[config.mk]
export PLATFORM = sky130hd
export DESIGN_NAME = demux_rr_sched
export DESIGN_NICKNAME = d
export VERILOG_FILES = /design/src/rtl/demux_sched_pkg.sv /design/src/rtl/rr_arb4.sv /design/src/rtl/demux_rr_sched.sv
export SDC_FILE = /design/constraint.sdc
export NUM_CORES = 1
export LEC_CHECK = 0
export CORE_MARGIN = 2
export CORE_UTILIZATION = 47
export DETAILED_ROUTE_END_ITERATION = 12
export PLACE_DENSITY = 0.83
export SLEW_MARGIN = 5
export SYNTH_ARGS = -nofsm -noshare
export SYNTH_HDL_FRONTEND = slang
export SYNTH_SLANG_ARGS = --single-unit
[constraint.sdc]
create_clock -name clk -period 5.2 [get_ports clk]
set_input_delay 1.04 -clock clk [delete_from_list [all_inputs] [get_ports clk]]
set_output_delay 1.04 -clock clk [all_outputs]
set_load 0.1 [all_outputs]
[src/rtl/demux_sched_pkg.sv]
// demux_sched_pkg: shared types, sizes and helpers for the round-robin demux scheduler.
package demux_sched_pkg;
  typedef enum logic {IDLE, XFER} state_t;
  localparam int N_OUT = 4;
  localparam int SEL_W = 2;
  function automatic logic [N_OUT-1:0] rotl(input logic [N_OUT-1:0] v, input logic [SEL_W-1:0] n);
    logic [2*N_OUT-1:0] d;
    d = {v, v} << n;
    return d[2*N_OUT-1 -: N_OUT];
  endfunction
endpackage

[src/rtl/rr_arb4.sv]
// rr_arb4: combinational 4-way arbiter, priority starts just after the last grant.
module rr_arb4
  import demux_sched_pkg::*;
(
  input  logic [N_OUT-1:0] i_req,
  input  logic [SEL_W-1:0] i_last,
  output logic             o_gnt_valid,
  output logic [SEL_W-1:0] o_gnt_idx
);
  logic [SEL_W-1:0] w_start, w_pos;
  logic [N_OUT-1:0] w_rot;
  assign w_start = i_last + 2'd1;
  // Rotate right by w_start so bit 0 is the highest-priority requester
  assign w_rot = rotl(i_req, 2'd0 - w_start);
  assign w_pos = w_rot[0] ? 2'd0 : w_rot[1] ? 2'd1 : w_rot[2] ? 2'd2 : 2'd3;
  assign o_gnt_idx = w_start + w_pos;
  assign o_gnt_valid = |i_req;
endmodule

[src/rtl/demux_rr_sched.sv]
// demux_rr_sched: steers one valid/ready stream to four consumers in round-robin bursts,
// releasing a grant early on in_last, after BURST beats, or when the consumer stalls too long.
module demux_rr_sched
  import demux_sched_pkg::*;
#(
  parameter int DW        = 8,
  parameter int BURST     = 4,
  parameter int STALL_MAX = 15
) (
  input  logic             clk,
  input  logic             rst_n,
  input  logic             en,
  input  logic             in_valid,
  input  logic [DW-1:0]    in_data,
  input  logic             in_last,
  output logic             in_ready,
  input  logic [N_OUT-1:0] out_ready,
  output logic [N_OUT-1:0] out_valid,
  output logic [DW-1:0]    out_data,
  output logic [SEL_W-1:0] S,
  output logic             busy,
  output logic             stall_drop
);
  localparam int BW = $clog2(BURST) + 1;
  localparam int SW = $clog2(STALL_MAX) + 1;
  state_t           r_state, w_state_nxt;
  logic [SEL_W-1:0] r_s, r_last, w_s_nxt, w_last_nxt, w_gnt_idx;
  logic [BW-1:0]    r_beat, w_beat_nxt;
  logic [SW-1:0]    r_stall, w_stall_nxt;
  logic             w_gnt_valid, w_xfer, w_hs, w_stalled, w_timeout;

  rr_arb4 u_arb (
    .i_req       (out_ready),
    .i_last      (r_last),
    .o_gnt_valid (w_gnt_valid),
    .o_gnt_idx   (w_gnt_idx)
  );

  assign w_xfer     = r_state == XFER;
  assign w_hs       = w_xfer && in_valid && out_ready[r_s];
  assign w_stalled  = w_xfer && in_valid && !out_ready[r_s];
  assign w_timeout  = w_stalled && r_stall == SW'(STALL_MAX - 1);
  assign in_ready   = w_xfer && out_ready[r_s];
  assign out_valid  = (w_xfer && in_valid) ? rotl(4'b0001, r_s) : '0;
  assign out_data   = in_data;
  assign S          = r_s;
  assign busy       = w_xfer;
  assign stall_drop = w_timeout;

  always_comb begin
    w_state_nxt = r_state;
    w_s_nxt     = r_s;
    w_last_nxt  = r_last;
    w_beat_nxt  = r_beat;
    w_stall_nxt = r_stall;
    if (!w_xfer) begin
      if (en && in_valid && w_gnt_valid) begin
        w_state_nxt = XFER;
        w_s_nxt     = w_gnt_idx;
        w_last_nxt  = w_gnt_idx;
        w_beat_nxt  = '0;
        w_stall_nxt = '0;
      end
    end else if (w_hs) begin
      w_beat_nxt  = r_beat + 1'b1;
      w_stall_nxt = '0;
      w_state_nxt = (in_last || r_beat == BW'(BURST - 1)) ? IDLE : XFER;
    end else if (w_stalled) begin
      w_stall_nxt = r_stall + 1'b1;
      w_state_nxt = w_timeout ? IDLE : XFER;
    end
  end

  always_ff @(posedge clk or negedge rst_n) begin
    if (!rst_n) begin
      r_state <= IDLE;
      r_s     <= '0;
      r_last  <= 2'b11;
      r_beat  <= '0;
      r_stall <= '0;
    end else begin
      r_state <= w_state_nxt;
      r_s     <= w_s_nxt;
      r_last  <= w_last_nxt;
      r_beat  <= w_beat_nxt;
      r_stall <= w_stall_nxt;
    end
  end
endmodule

; Word-level counts from Yosys, hierarchy flattened
; Index checks and enable logic that the tools add are counted.
; Widths: inputs -> output; s select.
[word_totals]
inputBits = 17
output_inout_bits = 17
elab_cells = 51
regBits = 13
[classes]
eq_ne = 4
n_shift = 2
add_sub_neg = 5
bitwise_logic = 1
n_reduce_logical = 14
order_cmp = 1
muxes = 19
[op_table]
columns = operator, count
row1 = $mux 5, 4
row2 = $mux 3, 3
row3 = $mux 1, 8
row4 = $shl 5x2->8 const A, 1
row5 = $shl 8x2->7, 1
row6 = $logic_and 1x1->1, 7
row7 = $reduce_and 2->1, 3
row8 = $add 5x1->5 const B, 1
row9 = $eq 5x4->1 const B, 1
row10 = $mux 2, 2
row11 = $mux 4, 1
row12 = $reduce_or 4->1, 1
row13 = $add 3x1->3 const B, 1
row14 = $eq 3x2->1 const B, 1
row15 = $lt 2x3->1 const B, 1
row16 = $ne 3x1->1 const B, 1
row17 = $add 2x1->2 const B, 1
row18 = $add 2x2->2, 1
row19 = $bmux 1 s2, 1
row20 = $ne 2x1->1 const B, 1
row21 = $reduce_bool 2->1, 1
row22 = $sub 1x2->2 const A, 1
row23 = $logic_not 1->1, 1
row24 = $logic_or 1x1->1, 1
row25 = $not 1->1, 1

; Depth between registers and ports, before layout
; Gate-level depths: netlist of run 1.
[logic_depth]
depth_word = 9
depth_mapped = 10
depth_no_buf = 9

; Modules after synthesis
; Synthesis of run 1 repeated with hierarchy kept, for this count alone.
[unflattened]
hier_cells = 99
hier_area_um2 = 915.9
[by_module_without_submodules]
columns = mod, seq_area_each_um2, area_each_um2, cells_per_inst, instances
row1 = demux_rr_sched, 327.8, 782.0, 80, 1
row2 = rr_arb4, 0.0, 133.9, 19, 1

; Least setup slack after synthesis of run 1
; Ideal clock, no wire load.
[synth_path]
path_kind = register to output
start = reg r_state, in the netlist busy
end = out out_valid[0]
setup_slack_ps = 611
stages_incl_launch_ff = 4
arrival_time_ps = 3549
n_path_buf = 1
required_ps = 4160
cell_sequence = dfrtp_1 and2_2 buf_6 nor3b_1
[synth_between]
elab_chain_cells = 2
[synth_rtl]
columns = item, line
row1 = "start, declared", demux_rr_sched.sv:26  ; state_t r_state, w_state_nxt;
row2 = "start signal, assigned", demux_rr_sched.sv:82  ; r_state <= w_state_nxt;
row3 = $logic_and 1x1->1, demux_rr_sched.sv:44  ; assign out_valid = (w_xfer && in_valid) ? rotl(4'b0001, r_s) : '0;
row4 = $mux 4, demux_rr_sched.sv:44
row5 = "end, declared", demux_rr_sched.sv:18  ; output logic [N_OUT-1:0] out_valid,
; No other way between the ends.

; Final worst setup path of run 1
[layout_path]
start = in out_ready[3]
end = out stall_drop
[layout_between]
elab_chain_cells = 5
[layout_rtl]
columns = item, line
row1 = "start, declared", demux_rr_sched.sv:17  ; input logic [N_OUT-1:0] out_ready,
row2 = $bmux 1 s2, demux_rr_sched.sv:41  ; assign w_stalled = w_xfer && in_valid && !out_ready[r_s];
row3 = $mux 1 (not written as such), demux_rr_sched.sv:41
row4 = $logic_not 1->1, demux_rr_sched.sv:41
row5 = $logic_and 1x1->1, demux_rr_sched.sv:41
row6 = $logic_and 1x1->1, demux_rr_sched.sv:42  ; assign w_timeout = w_stalled && r_stall == SW'(STALL_MAX - 1);
row7 = "end, declared", demux_rr_sched.sv:22  ; output logic stall_drop
; No other way between the ends. The select of a mux whose other input is x is not followed.

==> results of run 1 <==
per-stage QoR:
| stage | cell area, sq um | utilization, % | power, mW |
|---|---|---|---|
| floorplan | 947 | - | 0.546 |
| global placement | 1050 | 54.8 | 0.584 |
| detailed placement | 1050 | 54.8 | 0.598 |
| CTS | 1080 | 56.2 | 0.664 |
| global route | 1080 | 56.2 | 0.706 |
| finish | 1080 | 56.2 | 0.657 |
metal layers:
layer	global-route usage, %	wire length [um]	share of wire, %	vias to the layer above
met4	7.62	0	0	0
met3	2.76	82	4.3	0
met2	32.0	994	53	19
li1	-	-	-	371
met5	0	0	0	-
met1	19.4	816	43	365
kinds of logic (layout without fill, tap and decap cells):
family / Yosys count / count (layout) / synth area share [%]
adder cells (fa/ha/maj): 5 / 5 / 6.61
buffers and inverters: 18 / 28 / 11.5
AO/OA/AOI/OAI: 23 / 23 / 16.4
multiplexers: 5 / 5 / 6.61
XOR/XNOR: 3 / 3 / 4.23
AND/OR/NAND/NOR: 35 / 35 / 20.1
flip-flops: 13 / 13 / 34.6
cells in the final DEF (no fill, tap or decap), types with 3 or more instances in the layout:
| cell type | count |
|---|---|
| clkbuf_4 | 3 |
| inv_1 | 7 |
| dfrtp_1 | 11 |
| o21ai_0 | 5 |
| nor2_1 | 5 |
| ha_1 | 5 |
| clkdlybuf4s50_1 | 11 |
| buf_4 | 6 |
| o21ai_1 | 4 |
| nand2_1 | 12 |
| mux2i_1 | 4 |
| a21oi_1 | 7 |
worst max path at each step:
stage,endpoint,slack [ns],depth (start not counted)
after CTS,stall_drop,1.41,5
after floorplan,out_valid[0],0.61,3
final,stall_drop,1.41,5
after detailed placement,stall_drop,1.41,5
after global routing,stall_drop,1.32,5
after global placement,stall_drop,1.46,5
cells in the mapped netlist, types with 2 or more instances:
cell type  number  area, sq um
a21oi_1         7         35.0
buf_4           9         67.6
dfrtp_1        11          275
dfstp_2         2         52.6
ha_1            5         62.6
inv_1           7         26.3
mux2i_1         4         40.0
nand2_1        12         45.0
nand2b_1        2         12.5
nand3_1         2         10.0
nor2_1          5         18.8
nor3b_1         2         15.0
o21ai_0         5         25.0
o21ai_1         4         20.0
xnor2_1         2         17.5
report_power, final:
part / total [mW] / internal, mW / switching (mW)
logic: 0.395 / 0.131 / 0.263
clock network: 0.0626 / 0.0297 / 0.0329
registers: 0.199 / 0.146 / 0.0530
layout make-up:
cell class	instances	area (sq um)	area share, %
multi-input combinational	71	510	47.3
sequential	13	328	30.4
timing repair buffer	17	155	14.4
tap	27	33.8	3.13
inverter	7	26.3	2.43
clock buffer	4	26.3	2.43
flip-flops by register name, indices dropped and copies added, names as in the netlist:
name / cells
S: 2
r_stall: 5
r_last: 2
r_beat: 3
busy: 1
worst max-delay path, stage by stage:
cell and delay, ns:
clkdlybuf4s50_1 0.53, mux4_2 0.58, nand2b_1 0.19, nor2_1 0.11, buf_4 0.29
==> reports/results.ini, run 1 <==
[pwr]
powerDensity_nw_per_um2 = 608
p_leak_nw = 0.469
vdd_drop_max_v = 0.000461

[synth]
ys.flop_type = dfrtp_1
synth_nets = 124
syn_avg_cell_area_sq_um = 9.29
yosys_warnings = 0
synth-seq-area-share_pct = 34.6
syn_area_sq_um = 947
yosysUniqueCellTypes = 38
synth_edf_count = 0
netlist_instances = 102
synthArstFlopShare_pct = 100
ys_ff_latch = 13

[sta]
max_freq_mhz = 264
rsz0062_at_grt = no
tns_ns = 0
max_slew_margin_pct = 35.4
finalClockSkew_ns = 0.00591
setup_viol = 0
slew_violations = 0
period_share_pct = 72.9
worstMarginPinSlew_ns = 0.966
hold_viol = 0
fin_crit_ns = 3.79
worst_slack_ns = 1.41
holdWs_ns = 0.509

[cts]
clock_latency_ns = 0.27
cts_tree = built
clock-sinks = 13
htreeDepth = 1
clk_pin_slew_ns = 0.08
cts_buffers = 3
clock-root-buffer = clkbuf_4
holdBufCountCts = 0
clockBufferDepth = 2
cts_resized = 0
cts_setup_buffers = 0

[setup_path]
worstRegToRegCells = 9
worst-path-max-fanout = 8
worstReg2RegEnd = r_last[1]
reg2reg_slack_ns = 3.06
cp-end-kind = primary output
r2r-start = r_last[1]
cp_data_arrival_time_ns = 2.75
cp-start-kind = primary input
startpoint = out_ready[3]
required_ns = 4.16
worstSetupPathType = in2out

[floorplan]
fp.dieW_um = 48.9
initial_core_util_pct = 49.3
io_pins = 34
die_h_um = 48.9
core-area_sq_um = 1920
placementRows = 16
die_area_sq_um = 2390

[worst_hold_path]
hold_path_class = reg2reg
hold_depth = 1
holdCritStartpoint = r_beat[0]
hold-path-endpoint = r_beat[0]

[finish]
n_antenna_cell = 0
area_growth_pct = 14.0
layout-drive-gt1-share_pct = 17.0
fin_nets = 135
nFillCells = 184
fin_cells = 139

[routing]
drt-total-wl_um = 1890
viasPerCell = 5.43
wire_per_inst_um = 13.6
drcViolationCount = 0
ant_nets = 0
vias = 755
drtIter0Drc = 4
firstDrtPassIters = 4

[global_routing]
grt_max_degree = 14
antenna_found_initial = 0
overflow = 0
grt_pass1_wl_um = 3230
track_usage_pct = 17.3
grt_pass1_vias = 772

[place]
io_buffers = 17
dpl.cell_count = 135
dp.final_hpwl_um = 1500
post-place-ws_ns = 1.41
place.gp.congestion = 0.803

[run_status]
status = finished, final reports clean

[flow_run]
maxCapViolCount = 0

Note: power is estimated with default switching activity, not from simulation.
==> run 2: changes to the inputs <==
Settings changed: CORE_UTILIZATION 47 to 40, PLACE_DENSITY 0.83 to 0.76.
Clock period 5.2 ns to 3.1 ns, I/O delays scaled along.
==> run 2 against run 1 <==
Effect of this change: hold slack got worse by 0.014 ns; worst setup slack got worse by 1.2 ns; sequential share of layout area fell by 2.4 points; total power rose by 77%; cell area rose by 8.7%; wire length fell by 0.85%; clock-buffer cell count did not move; critical path type unchanged; critical endpoint unchanged; highest routed layer is now met4.
==> reports/results.ini, run 2 (synthesis gave the netlist of run 1 again) <==
[place]
dpl_cell_area_sq_um = 1150  ; was 1050 sq um
io_buffers = 17  ; unchanged
dp.final_hpwl_um = 1540  ; was 1500 um
place.gp.congestion = 0.729  ; was 0.803
dpl.cell_count = 137  ; was 135

[routing]
drt-total-wl_um = 1880  ; was 1890 um
ant_nets = 0  ; unchanged
drt-met1-wl_um = 805  ; was 816 um
firstDrtPassIters = 4  ; unchanged
viasPerCell = 5.48  ; was 5.43
drtIter0Drc = 6  ; was 4
wl_met3_um = 113  ; was 82 um
wl_met2_um = 946  ; was 994 um
wire_per_inst_um = 13.3  ; was 13.6 um
drcViolationCount = 0  ; unchanged
vias = 773  ; was 755
highest_layer = met4  ; was met3

[cts]
clock-root-buffer = clkbuf_4  ; unchanged
clock_latency_ns = 0.28  ; was 0.27 ns
clk_pin_slew_ns = 0.07  ; was 0.08 ns
htreeDepth = 1  ; unchanged
cts_buffers = 3  ; unchanged
clockBufferDepth = 2  ; unchanged
cts_resized = 0  ; unchanged
cts_setup_buffers = 0  ; unchanged
cts_tree = built  ; unchanged
clock-sinks = 13  ; unchanged
holdBufCountCts = 0  ; unchanged

[finish]
top_register = r_stall  ; unchanged
final_core_util_pct = 52.5  ; was 56.2%
layout_commonest_cell = nand2_1  ; unchanged
largest_register_ffs = 5  ; unchanged
area_growth_pct = 23.9  ; was 14.0%
n_antenna_cell = 0  ; unchanged
layout-drive-gt1-share_pct = 23.9  ; was 17.0%
reg.largest.list = r_stall: 5 flops, r_beat: 3 flops  ; unchanged
final_cell_mix = nand2_1, dfrtp_1, clkdlybuf4s50_1  ; unchanged
fin_nets = 136  ; was 135
final_cell_area_sq_um = 1170  ; was 1080 sq um
fin_cells = 141  ; was 139

[pwr]
powerDensity_nw_per_um2 = 990  ; was 608 nW/um^2
p_leak_nw = 0.497  ; was 0.469 nW
switchingPower_uw = 600  ; was 349 uW
p_comb_share_pct = 62.1  ; was 60.1%
p_clk_share_pct = 9.0  ; was 9.5%
vdd_drop_max_v = 0.000789  ; was 0.000461 V
p_sw_share_pct = 51.6  ; was 53.2%
pwr-share-seq_pct = 28.9  ; was 30.4%
intPower_uw = 562  ; was 307 uW

[sta]
max_slew_margin_pct = 59.6  ; was 35.4%
fin_crit_ns = 2.88
setup_viol = 0  ; unchanged
max_freq_mhz = 348
rsz0062_at_grt = no  ; unchanged
worstMarginPinSlew_ns = 0.603  ; was 0.966 ns
hold_viol = 0  ; unchanged
slew_violations = 0  ; unchanged
finalClockSkew_ns = 0.0134  ; was 0.00591 ns
period_share_pct = 92.8
tns_ns = 0  ; unchanged

[floorplan]
core-area_sq_um = 2230  ; was 1920 sq um
io_pins = 34  ; unchanged
initial_core_util_pct = 42.4  ; was 49.3%
placementRows = 17  ; was 16
die_h_um = 52.7  ; was 48.9 um
fp.dieW_um = 52.7  ; was 48.9 um
die_area_sq_um = 2770  ; was 2390 sq um

[setup_path]
cp_data_arrival_time_ns = 2.26  ; was 2.75 ns
worst-path-max-fanout = 7  ; was 8
cp-end-kind = primary output  ; unchanged
required_ns = 2.48  ; was 4.16 ns
cp-start-kind = primary input  ; unchanged
worstSetupPathType = in2out  ; unchanged

[global_routing]
overflow = 0  ; unchanged
grt_max_degree = 14  ; unchanged
grt_pass1_wl_um = 3110  ; was 3230 um
track_usage_pct = 15.4  ; was 17.3%
grt_pass1_vias = 713  ; was 772
antenna_found_initial = 0  ; unchanged

[worst_hold_path]
hold_path_class = reg2reg  ; unchanged

[run_status]
status = finished, final reports clean  ; unchanged

[flow_run]
maxCapViolCount = 0  ; unchanged

run 2: cell types whose count changed in the layout (fill, tap and decap cells not counted):
| cell | before | now |
|---|---|---|
| buf_12 | 0 | 6 |
| clkdlybuf4s50_1 | 11 | 8 |
| nor2_1 | 5 | 2 |
| buf_4 | 6 | 4 |
| nor2_2 | 0 | 2 |
| nor2_4 | 0 | 1 |
| nor3b_1 | 2 | 1 |
| nor3b_2 | 0 | 1 |
run 2: layout make-up:
cell class                 instances  area, sq um
fill                             209         1060
multi-input combinational         71          528
sequential                        13          328
timing repair buffer              18          230
tap                               28         35.0
clock buffer                       4         26.3
inverter                           7         26.3
run 2: metrics by stage:
stage                     worst slack, ns  hold WS (ns)  power [mW]
after floorplan                   -0.0837         0.324       0.925
after global placement              0.273         0.480        1.05
after detailed placement            0.222         0.489        1.07
after CTS                           0.221         0.500        1.18
after global routing                0.164         0.520        1.24
final                               0.224         0.495        1.16
run 2: power by group through the flow:
| stage | clock, mW | sequential, mW | combinational, mW |
|---|---|---|---|
| 6_report | 0.105 | 0.336 | 0.721 |
| 2_1_floorplan | 0 | 0.425 | 0.500 |
| 4_1_cts | 0.110 | 0.337 | 0.729 |
| 3_3_place_gp | 0 | 0.335 | 0.712 |
| 5_1_grt | 0.119 | 0.351 | 0.770 |
| 3_5_place_dp | 0 | 0.340 | 0.729 |
run 2: worst paths after layout:
check / end / cells after the start / from / slack [ns]
worst max-delay path: stall_drop / 5 / out_ready[1] / 0.22
worst min-delay path: r_beat[0] / 1 / r_beat[0] / 0.50
worst max register to register: r_last[1] / 9 / r_last[1] / 0.96
worst min register to register: r_beat[0] / 1 / r_beat[0] / 0.50
max in group asynchronous: S[1] / 1 / rst_n / 1.98
min in group asynchronous: r_stall[2] / 1 / rst_n / 0.71
run 2: routing by layer:
layer	global-route usage [%]	up-vias
met5	0	-
met4	5.56	0
met3	7.14	4
met2	25.4	25
met1	17.3	370
li1	-	374
run 2: critical path: stages:
cell and delay [ns]:
clkdlybuf4s50_1 0.52, mux4_2 0.56, nand2b_1 0.23, nor2_4 0.14
buf_12 0.18
